## config.mk

```make
export PLATFORM = sky130hd
export DESIGN_NAME = exec_unit_mc
export DESIGN_NICKNAME = d
export VERILOG_FILES = /design/src/rtl/exec_unit_mc.sv
export SDC_FILE = /design/constraint.sdc
export NUM_CORES = 1
export LEC_CHECK = 0
export ABC_AREA = 1
export BUFFER_PORTS_ARGS = -buffer_cell sky130_fd_sc_hd__buf_2
export CAP_MARGIN = 5
export CORE_MARGIN = 2
export CORE_UTILIZATION = 60
export DETAILED_ROUTE_END_ITERATION = 16
export PLACE_DENSITY = 0.86
export REMOVE_ABC_BUFFERS = 1
export SYNTH_ARGS = -nofsm -noshare
export SYNTH_HDL_FRONTEND = slang
export SYNTH_SLANG_ARGS = --single-unit
```

## constraint.sdc

```tcl
create_clock -name clk -period 5.82 [get_ports clk]
set_clock_uncertainty 0.15 [all_clocks]
set_input_delay 0.873 -clock clk [delete_from_list [all_inputs] [get_ports clk]]
set_output_delay 0.873 -clock clk [all_outputs]
set_load 0.05 [all_outputs]
```

## src/rtl/exec_unit_mc.sv

```systemverilog
// exec_unit_mc: registered execute-stage unit with an 8-op ALU, an iterative
// shift-add multiplier, registered {C,N,Z} flags and valid/ready handshakes.
// Results and Address are sign-extended to OUT_WIDTH.
module exec_unit_mc #(
  parameter int WIDTH     = 16,
  parameter int OUT_WIDTH = 32
) (
  input  logic                 clk,
  input  logic                 rst_n,
  input  logic                 Flush,
  input  logic                 InValid,
  output logic                 InReady,
  input  logic                 ALU,
  input  logic [2:0]           ALUOp,
  input  logic [WIDTH-1:0]     Data1,
  input  logic [WIDTH-1:0]     Data2,
  output logic                 OutValid,
  input  logic                 OutReady,
  output logic [OUT_WIDTH-1:0] DataOut,
  output logic [OUT_WIDTH-1:0] Address,
  output logic [2:0]           Flags
);

  localparam int SW = $clog2(WIDTH);

  typedef enum logic [1:0] {ST_IDLE, ST_MUL, ST_HOLD} state_t;

  state_t               r_state;
  state_t               w_next;
  logic [WIDTH-1:0]     r_mcand;
  logic [WIDTH-1:0]     r_mplier;
  logic [WIDTH-1:0]     r_acc;
  logic [WIDTH-1:0]     r_mul_d1;
  logic [SW-1:0]        r_cnt;
  logic [OUT_WIDTH-1:0] r_data_out;
  logic [OUT_WIDTH-1:0] r_addr;
  logic [2:0]           r_flags;

  logic                 w_accept;
  logic                 w_is_mul;
  logic                 w_load_single;
  logic                 w_start_mul;
  logic                 w_mul_done;
  logic                 w_alu_c;
  logic [WIDTH-1:0]     w_alu_res;
  logic [WIDTH-1:0]     w_result;
  logic [WIDTH-1:0]     w_acc_next;
  logic [SW-1:0]        w_shamt;

  function automatic logic [OUT_WIDTH-1:0] sext(input logic [WIDTH-1:0] v);
    return OUT_WIDTH'($signed(v));
  endfunction

  assign w_shamt    = Data2[SW-1:0];
  assign w_is_mul   = ALU && (ALUOp == 3'b111);
  assign w_result   = ALU ? w_alu_res : Data2;
  assign w_acc_next = r_acc + (r_mplier[0] ? r_mcand : '0);
  assign InReady    = (r_state == ST_IDLE) || ((r_state == ST_HOLD) && OutReady);
  assign w_accept   = InValid && InReady && !Flush;
  assign OutValid   = (r_state == ST_HOLD);
  assign DataOut    = r_data_out;
  assign Address    = r_addr;
  assign Flags      = r_flags;

  // Single-cycle ALU result and carry; carry defaults to the held C flag.
  always_comb begin
    w_alu_c   = r_flags[2];
    w_alu_res = '0;
    case (ALUOp)
      3'b000: {w_alu_c, w_alu_res} = {1'b0, Data1} + {1'b0, Data2};
      3'b001: w_alu_res = ~Data1;
      3'b010: {w_alu_c, w_alu_res} = {1'b0, Data1} - {1'b0, Data2};
      3'b011: w_alu_res = Data1 & Data2;
      3'b100: w_alu_res = Data1 | Data2;
      // Widening by one bit captures the last bit shifted out as the carry.
      3'b101: begin
        {w_alu_c, w_alu_res} = {1'b0, Data1} << w_shamt;
        if (w_shamt == '0) w_alu_c = r_flags[2];
      end
      3'b110: begin
        {w_alu_res, w_alu_c} = {Data1, 1'b0} >> w_shamt;
        if (w_shamt == '0) w_alu_c = r_flags[2];
      end
      default: w_alu_res = '0;
    endcase
  end

  // FSM state register.
  always_ff @(posedge clk or negedge rst_n) begin
    if (!rst_n) r_state <= ST_IDLE;
    else        r_state <= w_next;
  end

  // Next state and load strobes; Flush overrides everything.
  always_comb begin
    w_next        = r_state;
    w_load_single = 1'b0;
    w_start_mul   = 1'b0;
    w_mul_done    = 1'b0;
    case (r_state)
      ST_IDLE: begin
        if (w_accept) begin
          if (w_is_mul) begin w_next = ST_MUL;  w_start_mul   = 1'b1; end
          else          begin w_next = ST_HOLD; w_load_single = 1'b1; end
        end
      end
      ST_MUL: begin
        if (r_cnt == SW'(WIDTH - 1)) begin
          w_next     = ST_HOLD;
          w_mul_done = 1'b1;
        end
      end
      ST_HOLD: begin
        if (OutReady) begin
          if (w_accept) begin
            if (w_is_mul) begin w_next = ST_MUL;  w_start_mul   = 1'b1; end
            else          begin w_next = ST_HOLD; w_load_single = 1'b1; end
          end else begin
            w_next = ST_IDLE;
          end
        end
      end
      default: w_next = ST_IDLE;
    endcase
    if (Flush) begin
      w_next        = ST_IDLE;
      w_load_single = 1'b0;
      w_start_mul   = 1'b0;
      w_mul_done    = 1'b0;
    end
  end

  // Output/flag registers and the one-bit-per-cycle multiplier datapath.
  always_ff @(posedge clk or negedge rst_n) begin
    if (!rst_n) begin
      r_data_out <= '0;
      r_addr     <= '0;
      r_flags    <= '0;
      r_mcand    <= '0;
      r_mplier   <= '0;
      r_acc      <= '0;
      r_mul_d1   <= '0;
      r_cnt      <= '0;
    end else begin
      if (w_load_single) begin
        r_data_out <= sext(w_result);
        r_addr     <= sext(Data1);
        if (ALU) r_flags <= {w_alu_c, w_alu_res[WIDTH-1], w_alu_res == '0};
      end
      if (w_start_mul) begin
        r_mcand  <= Data1;
        r_mplier <= Data2;
        r_mul_d1 <= Data1;
        r_acc    <= '0;
        r_cnt    <= '0;
      end else if ((r_state == ST_MUL) && !Flush) begin
        r_acc    <= w_acc_next;
        r_mcand  <= {r_mcand[WIDTH-2:0], 1'b0};
        r_mplier <= {1'b0, r_mplier[WIDTH-1:1]};
        r_cnt    <= r_cnt + 1'b1;
      end
      if (w_mul_done) begin
        r_data_out <= sext(w_acc_next);
        r_addr     <= sext(r_mul_d1);
        r_flags    <= {r_flags[2], w_acc_next[WIDTH-1], w_acc_next == '0};
      end
    end
  end

endmodule

```

======== Yosys cells after proc, flatten, opt, wreduce, memory -nomap -nowiden ========
Index checks and enable logic that the tools add are counted.
cells by class
  add/sub/neg operators ................... 4
  multipliers ............................. 0
  div/mod/pow operators ................... 0
  $lt $le $gt $ge ......................... 0
  equality and inequality tests ........... 15
  shift-type cells ........................ 2
  multiplexer cells ....................... 41
  bitwise gates (word level) .............. 4
  reductions and logical operators ........ 19
operator list
  kind                 number
  $mux 16              8
  $mux 32              4
  $pmux 16 s7          1
  $logic_not 16->1     2
  $mux 2               9
  $add 16x16->17       1
  $shl 16x4->17        1
  $shr 17x4->17        1
  $sub 16x16->17       1
  $add 16x16->16       1
  $and 16x16->16       1
  $not 16->16          1
  $or 16x16->16        1
  $mux 1               13
  $eq 3x3->1 const B   4
  $mux 4               2
  $eq 3x2->1 const B   2
  $ne 3x3->1 const B   2
  $pmux 2 s3           1
  $reduce_and 6->1     1
  $reduce_bool 2->1    3
  $logic_and 1x1->1    5
  $add 4x1->4 const B  1
  $eq 4x4->1 const B   1
  other kinds (16)     18
word-level totals
  register bits after elaboration ......... 137
  bits in latches ......................... 0
  RAM bits ................................ 0
  ROM bits ................................ 0
  input port bits ......................... 41
  output and inout bits ................... 69
  word-level logic and storage cells ...... 95
  memories ................................ 0

======== Depth between registers and ports, before layout ========
Gate-level depths: netlist of the first run.
  word-level depth ........................ 11
  depth in mapped cells ................... 19
  gate-level depth less buffers ........... 18

======== Worst setup path after synthesis of the first run ========
Ideal clock, no wire load.
  path kind ............................... input to register
  start point ............................. in Data2[2]
  end point ............................... reg r_flags[0] (netlist: Flags[0])
  setup time .............................. 73 ps
  arrival time ............................ 2766 ps
  required time ........................... 5597 ps
  slack ................................... 2831 ps
  stages on the path ...................... 19
  path buffers ............................ 2
  cell sequence ........................... clkbuf_2 > inv_2 > buf_2 > ha_1 > inv_1 > nand2_1 > nand2_1 > nand3_1 > nand2_1 > nand2_1 > nand3_1 > nand2_1 > nand3_1 > nand2_1 > nor2_1 > nand2_1 > nor2_1 > nand3_1 > a21oi_2
on the way
  longest elaborated chain between the ends .. 6
  elaborated cells on any way between the ends .. 11
  classes of those cells .................. add/sub: 2; shift: 2; mux: 4; bitwise: 2; reduce/logical: 1
ends and longest elaborated chain
  what                                    line  RTL
  start, declared                         16    input logic [WIDTH-1:0] Data2,
  $sub 16x16->17 (tied with other cells)  72    3'b010: {w_alu_c, w_alu_res} = {1'b0, Data1} - {1'b0, Data2};
  $pmux 16 s7 (*)                         69    case (ALUOp)
  $logic_not 16->1 (*)                    148   if (ALU) r_flags <= {w_alu_c, w_alu_res[WIDTH-1], w_alu_res == '0};
  $mux 2 (*)                              148
  $mux 2 (*)                              145   if (w_load_single) begin
  $mux 2 (*)                              162   if (w_mul_done) begin
  end signal, assigned                    148
  end signal, assigned                    165   r_flags <= {r_flags[2], w_acc_next[WIDTH-1], w_acc_next == '0};
  end, declared                           37    logic [2:0] r_flags;
Every way passes the cells marked *; elsewhere a longest branch is shown, timed or not. The select of a mux whose other input is x is not followed.
A chain may end at the register's enable or synchronous reset.

======== Worst setup path in the final report of the first run ========
  start point ............................. in ALU
  end point ............................... reg r_acc[7]
on the way
  longest elaborated chain between the ends .. 7
  elaborated cells on any way between the ends .. 8
  classes of those cells .................. mux: 6; reduce/logical: 2
ends and longest elaborated chain
  what                                          line      RTL
  start, declared                               13        input logic ALU,
  $logic_and 1x1->1 (*)                         55        assign w_is_mul = ALU && (ALUOp == 3'b111);
  $mux 1 (*)                                    103, 116
  $mux 1 (*)                                    102       if (w_accept) begin
  $mux 1                                        114       if (OutReady) begin
  $pmux 1 s2 (*)                                100       case (r_state)
  $mux 1 (*)                                    125       if (Flush) begin
  $mux 16 or $reduce_bool 2->1 (tied branches)  -
  end signal, assigned                          157       r_acc <= w_acc_next;
  end, declared                                 32        logic [WIDTH-1:0] r_acc;
Every way passes the cells marked *; elsewhere a longest branch is shown, timed or not.

==> summary.md, run 1 <==
| Metric | Value |
|---|---|
| Status | complete, no violations |
| RSZ-0062 raised after global routing | no |
| Final ANT Viol Nets | 0 |
| Synth area leader | dfrtp_1 |
| PortBufs | 109 |
| Die W | 132 µm |
| Io pins | 110 |
| Worst endpoint data arrival time | 4.19 ns |
| R2r startpoint | r_state[1] |
| Final worst slack | 1.74 ns |
| CTS Buf Count | 9 |
| Residual DRC | 0 |
| DR WL/cell | 19.3 µm |
| CP required | 5.93 ns |
| Max Clk Rate | 245 MHz |
| Worst-case vdd ir drop | 0.183 mV |
| DR iter-0 viols | 1074 |
| Power per Cell Area | 270 nW/µm² |
| Fillcell total | 1494 |
| Hold WC Path Type | register to register |
| Final max-slew violation count | 0 |
| Post-synth top area share | 26.8% |
| Top Metal Used | met4 |
| Seq/Total Area, Yosys | 26.8% |
| Via count | 10.8k |
| Crit start category | input port |
| Simple-gate share of the synthesized area | 36.5% |
| Final hold violation count | 0 |
| Fin nets | 1693 |
| Period Utilization, post-route | 70.2% |
| Routability Congestion | 1.07 |
| Die Height | 132 µm |
| Setup repair bufs after CTS | 0 |
| Met2 routed WL | 15700 µm |
| WHS Path Cells | 2 |
| Placed cell area | 10200 µm² |
| Async set-reset flop share out of synthesis | 100% |
| HP Start | r_mul_d1[8] |
| Vias in the first global route | 9996 |
| Gr usage total | 39.7% |
| Fraction of layout cells with a size suffix above 1 | 9.84% |
| Detailed-router iteration count before antenna repair | 6 |
| Core area | 15900 µm² |
| Max Cap Viol | 0 |
| Clk_lat worst skew | 0.35 ns |
| Post-synth EDFFs | 0 |
| Hold Path End | r_mul_d1[8] |
| Post-synth top cells | nand2_1 (497), inv_1 (204), nand3_1 (168), nor2_1 (135), dfrtp_1 (105) |
| Worst Reg-to-Reg Cells | 11 |
| Post-synth cell types | 45 |
| Adder-Cell Fraction of Synth Area | 9.30% |
| Mapped Area | 9800 µm² |
| Max transition margin | 23.8% |
| Clock Tree Buf Depth | 2 |
| Setup slack, reg-to-reg | 2.02 ns |
| Max FO, Critical Path | 32 |
| Initial antenna violation count | 0 |
| Yosys warning total | 0 |
| Total grt overflow | 0 |
| Instance count of the mapped netlist | 1539 |
| Largest cells by area after synthesis | dfrtp_1 (27%), nand2_1 (19%), ha_1 (8.7%) |
| P_leak | 5.83 nW |
| Setup Viol. Count Final | 0 |
| Die area | 17400 µm² |
| H-tree depth | 3 |
| Total Power | 2.81 mW |
| Initial Util | 61.5% |
| Clock root cell | clkbuf_16 |
| Global-route wire length before repair | 54600 µm |
| Final min period | 4.08 ns |
| CTS tree | done |
| Pre-CTS WS | 1.52 ns |
| Core Util, Final | 65.5% |
| Routed vias/inst | 6.00 |
| CTS resizes | 0 |
| Final instance area | 10400 µm² |
| TritonCTS sink count | 105 |
| Most common cell in the netlist | nand2_1 |
| Hold_buf cts | 0 |
| Seq cells post-synth | 105 |
| Syn Area/Cell | 6.37 µm² |
| Metal-1 WL | 14300 µm |
| CP Capture Type | register |
| Reg2reg end | r_acc[7] |
| Largest family of logic cells by synthesized area | simple AND/OR/NAND/NOR gates |
| Area Overhead vs Synth | 6.53% |
| Main synth FF type | dfrtp_1 |
| Largest net degree at the start of global routing | 55 |
| # rows | 46 |
| Final WL | 34700 µm |
| Slew at the pin with the worst max-slew slack | 1.14 ns |
| WL met3 | 3270 µm |
| Worst-path clk slew | 0.07 ns |
| # diodes | 0 |
| Critical path class | input port to register |
| DP HPWL | 27100 µm |
| Mux share of post-synthesis cell area | 0.102% |
| Compound-gate portion of the synthesized area | 13.6% |
| Total negative slack | 0 ns |
| Post-Synth XOR/XNOR Area | 0.358% |
## worst max-delay path by stage
| stage | depth (start not counted) | to | startpoint |
|---|---|---|---|
| after floorplan | 0 | Address[15] | Address[30] |
| after global placement | 10 | r_acc[11] | ALU |
| after detailed placement | 10 | r_acc[11] | ALU |
| after CTS | 11 | r_acc[7] | ALU |
| after global routing | 11 | r_acc[7] | ALU |
| final | 11 | r_acc[7] | ALU |
## per-stage QoR
| step | hold slack [ns] | std cells |
|---|---|---|
| after global routing | 0.356 | 1802 |
| after detailed placement | 0.309 | 1786 |
| after floorplan | 0.292 | 1453 |
| after global placement | 0.304 | 1786 |
| after CTS | 0.327 | 1802 |
| final | 0.329 | 1802 |
## flip-flops by register name, indices dropped and copies added (netlist names)
register and count:
r_cnt 4, Flags 3, DataOut 16, r_acc 16, r_mplier 16, r_state 2, r_mcand 16, Address 16
r_mul_d1 16
## routing by layer
metal | global-route usage, % | vias up
li1 | - | 5058
met1 | 54.3 | 5019
met2 | 64.1 | 627
met3 | 5.61 | 111
met4 | 15.3 | 0
met5 | 0 | -
## kinds of logic after synthesis
logic type,after synthesis
DFF,105
buffers and inverters,294
xor gates and xnor gates,4
muxes,1
adders and majority gates,71
and+or+nand+nor,856
AOI/OAI and AO/OA,208
## power breakdown
part | switching [mW] | leakage (nW) | internal [mW]
combinational | 0.917 | 4.38 | 0.326
clock | 0.283 | 0.138 | 0.296
sequential | 0.107 | 1.32 | 0.885
total | 1.31 | 5.83 | 1.51
## layout make-up
type	instances	area (µm²)	share of cell area (%)
Clock buffer	10	229	2.19
Tap cell	216	270	2.59
Inverter	208	786	7.53
Timing Repair Buffer	117	608	5.83
Clock inverter	6	48.8	0.468
Sequential cell	105	2630	25.2
Multi-Input combinational cell	1140	5870	56.2
## worst max-delay path, cell delays in order
cell and delay, ns:
buf_2 0.15, inv_1 0.25, nor3_2 0.09, inv_1 0.08
nor2_2 0.04, buf_4 0.23, inv_1 0.53, nand2_1 0.64
inv_1 1.00, nand2_1 0.15, o21ai_0 0.13
## placed cells by master, fill, tap and decap left out, types with 2 or more instances in the layout
cell and instances:
nand2_1 497, inv_1 204, nand3_1 168, nor2_1 135, buf_2 108, dfrtp_1 105, ha_1 68, o21ai_0 65
a21oi_1 48, o221ai_1 39, nand4_1 22, o211ai_1 18, clkbuf_16 9, buf_4 9, nand2_2 8, a22oi_1 8
nand3b_1 7, o21bai_1 7, o2111ai_1 6, nor3_1 5, or2_2 5, a22o_1 4, nor2_2 3, o21ai_1 3
o22ai_1 3, fa_1 3, inv_6 3, inv_4 2, inv_2 2, xnor2_1 2, xor2_1 2, and2_1 2
a31oi_1 2, clkinv_4 2
No activity file was read; power rests on OpenSTA's default activity.
==> run 2: changes to the inputs <==
- CORE_UTILIZATION: 60 -> 55
- PLACE_DENSITY: 0.86 -> 0.84
- clock period: 5.82 -> 3.75 ns (I/O delays scaled with it)
==> run 2 against run 1 <==
- routed wire length grew 7.6%
- flip-flop and latch count stayed put
- design area rose by 2.2%
- combinational power grew 59%
- sequential share of layout area down 0.55 points
- via count up 0.73%
- die area is 8.8% higher
- count of clock-buffer cells in the layout down 1
==> summary.md, run 2 (synthesis gave the netlist of run 1 again) <==
| Metric | Value |
|---|---|
| DR iter-0 viols | 1192 |
| Setup Viol. Count Final | 0 |
| Routed vias/inst | 5.96 |
| DR WL/cell | 20.4 µm |
| Power per Cell Area | 431 nW/µm² |
| Max FO, Critical Path | 17 |
| Routability Congestion | 1.08 |
| Clk_lat worst skew | 0.36 ns |
| Clock root cell | clkbuf_16 |
| Slowest CP cell | dfrtp_1 |
| Cells after DPL | 1813 |
| Fin nets | 1711 |
| Area Overhead vs Synth | 8.89% |
| Max Clk Rate | 308 MHz |
| # diodes | 0 |
| Worst-path clk slew | 0.08 ns |
| Total grt overflow | 0 |
| Initial Util | 56.4% |
| CP Capture Type | register |
| CTS resizes | 0 |
| CP bufs+invs | 1 |
| Fraction of layout cells with a size suffix above 1 | 10.9% |
| Io pins | 110 |
| Total negative slack | 0 ns |
| Critical-path cell list | nand2_1 > inv_1 > ha_1 > fa_1 > nand3_1 > nand2_1 > nand2_1 > nand2_1 > nand3_1 > nor2_1 > nand3_1 > nor2_1 > nand4_1 > nor2_1 > nor2_1 > a21oi_2 |
| RSZ-0062 raised after global routing | no |
| Final std cells w/o fill | 1829 |
| Final worst slack | 0.505 ns |
| Detailed-router iteration count before antenna repair | 5 |
| Residual DRC | 0 |
| Crit-path max cell delay | 0.73 ns |
| Met2 Use GR | 63.7% |
| Status | complete, no violations |
| Max transition margin | 29.4% |
| Pre-CTS WS | 0.482 ns |
| Period Utilization, post-route | 86.5% |
| Most frequent cells in the layout | nand2_1 (497), inv_1 (204), nand3_1 (168) |
| Initial antenna violation count | 1 |
| GRT busiest layer | met2 |
| Most common cell after layout, fill and taps aside | nand2_1 |
| Via count | 10.9k |
| Final min period | 3.24 ns |
| Clock Tree Buf Depth | 2 |
| Die W | 137 µm |
| Hold WC Path Type | input port to asynchronous set/reset pin |
| Final hold violation count | 0 |
| Die Height | 137 µm |
| H-tree depth | 3 |
| TritonCTS sink count | 105 |
| P_leak | 5.95 nW |
| CTS tree | done |
| Max Cap Viol | 0 |
| Final ANT Viol Nets | 0 |
| Final hold slack | 0.117 ns |
| CP required | 3.89 ns |
| CP delay by family, top | simple AND/OR/NAND/NOR gates |
| PortBufs | 109 |
| Final instance area | 10700 µm² |
| Met3 Use GR | 11.0% |
| Vias in the first global route | 10.2k |
| Core area | 17400 µm² |
| Final max-slew violation count | 0 |
| # rows | 48 |
| Largest net degree at the start of global routing | 57 |
| Met1 usage | 52.5% |
| Global-route wire length before repair | 56700 µm |
| Slew at the pin with the worst max-slew slack | 1.06 ns |
| Worst-case vdd ir drop | 0.336 mV |
| CTS Buf Count | 9 |
| Crit start category | register |
| Die area | 18900 µm² |
| Total Power | 4.59 mW |
| Gr usage total | 40.1% |
| Hold_buf cts | 0 |
| Placed cell area | 10300 µm² |
| Core Util, Final | 61.5% |
| Critical path class | register to register |
| Final WL | 37400 µm |
| DP HPWL | 29700 µm |
| Worst endpoint data arrival time | 3.39 ns |
| Setup repair bufs after CTS | 0 |
run 2: changes by cell type in the layout (fill, tap and decap cells not counted):
cell / change
buf_12: +2
buf_4: +16
bufinv_16: +2
clkbuf_1: -1
clkinv_2: -1
clkinv_4: -1
clkinv_8: +1
clkinvlp_4: +1
inv_6: -2
inv_8: +1
run 2: path summary, 6_finish.rpt:
path,startpoint,end,slack [ns],depth (start not counted)
hold reg to reg,r_mul_d1[3],r_mul_d1[3],0.33,2
min in group clk,r_mul_d1[3],r_mul_d1[3],0.33,2
setup / recovery,r_mplier[0],Flags[0],0.51,16
max in group asynchronous,rst_n,r_mcand[15],2.58,2
hold / removal,rst_n,Address[0],0.12,1
setup reg to reg,r_mplier[0],Flags[0],0.51,16
run 2: final cells by class:
class	count	area, µm²
inverter	208	786
multi-input combinational	1140	5870
fill	1649	6690
timing repair buffer	135	768
tap	225	282
sequential	105	2630
clock inverter	7	113
clock buffer	9	225
run 2: where the power goes:
part	switching [mW]	internal [mW]
Combinational	1.45	0.521
Clock	0.490	0.601
Sequential	0.161	1.37
run 2: per-layer routing:
layer | share of wire (%) | vias to the layer above | wire length [µm]
met4 | 3.7 | 2 | 1390
met5 | 0.035 | - | 13
met2 | 45 | 639 | 16800
li1 | - | 5098 | -
met3 | 11 | 87 | 4210
met1 | 40 | 5068 | 15000
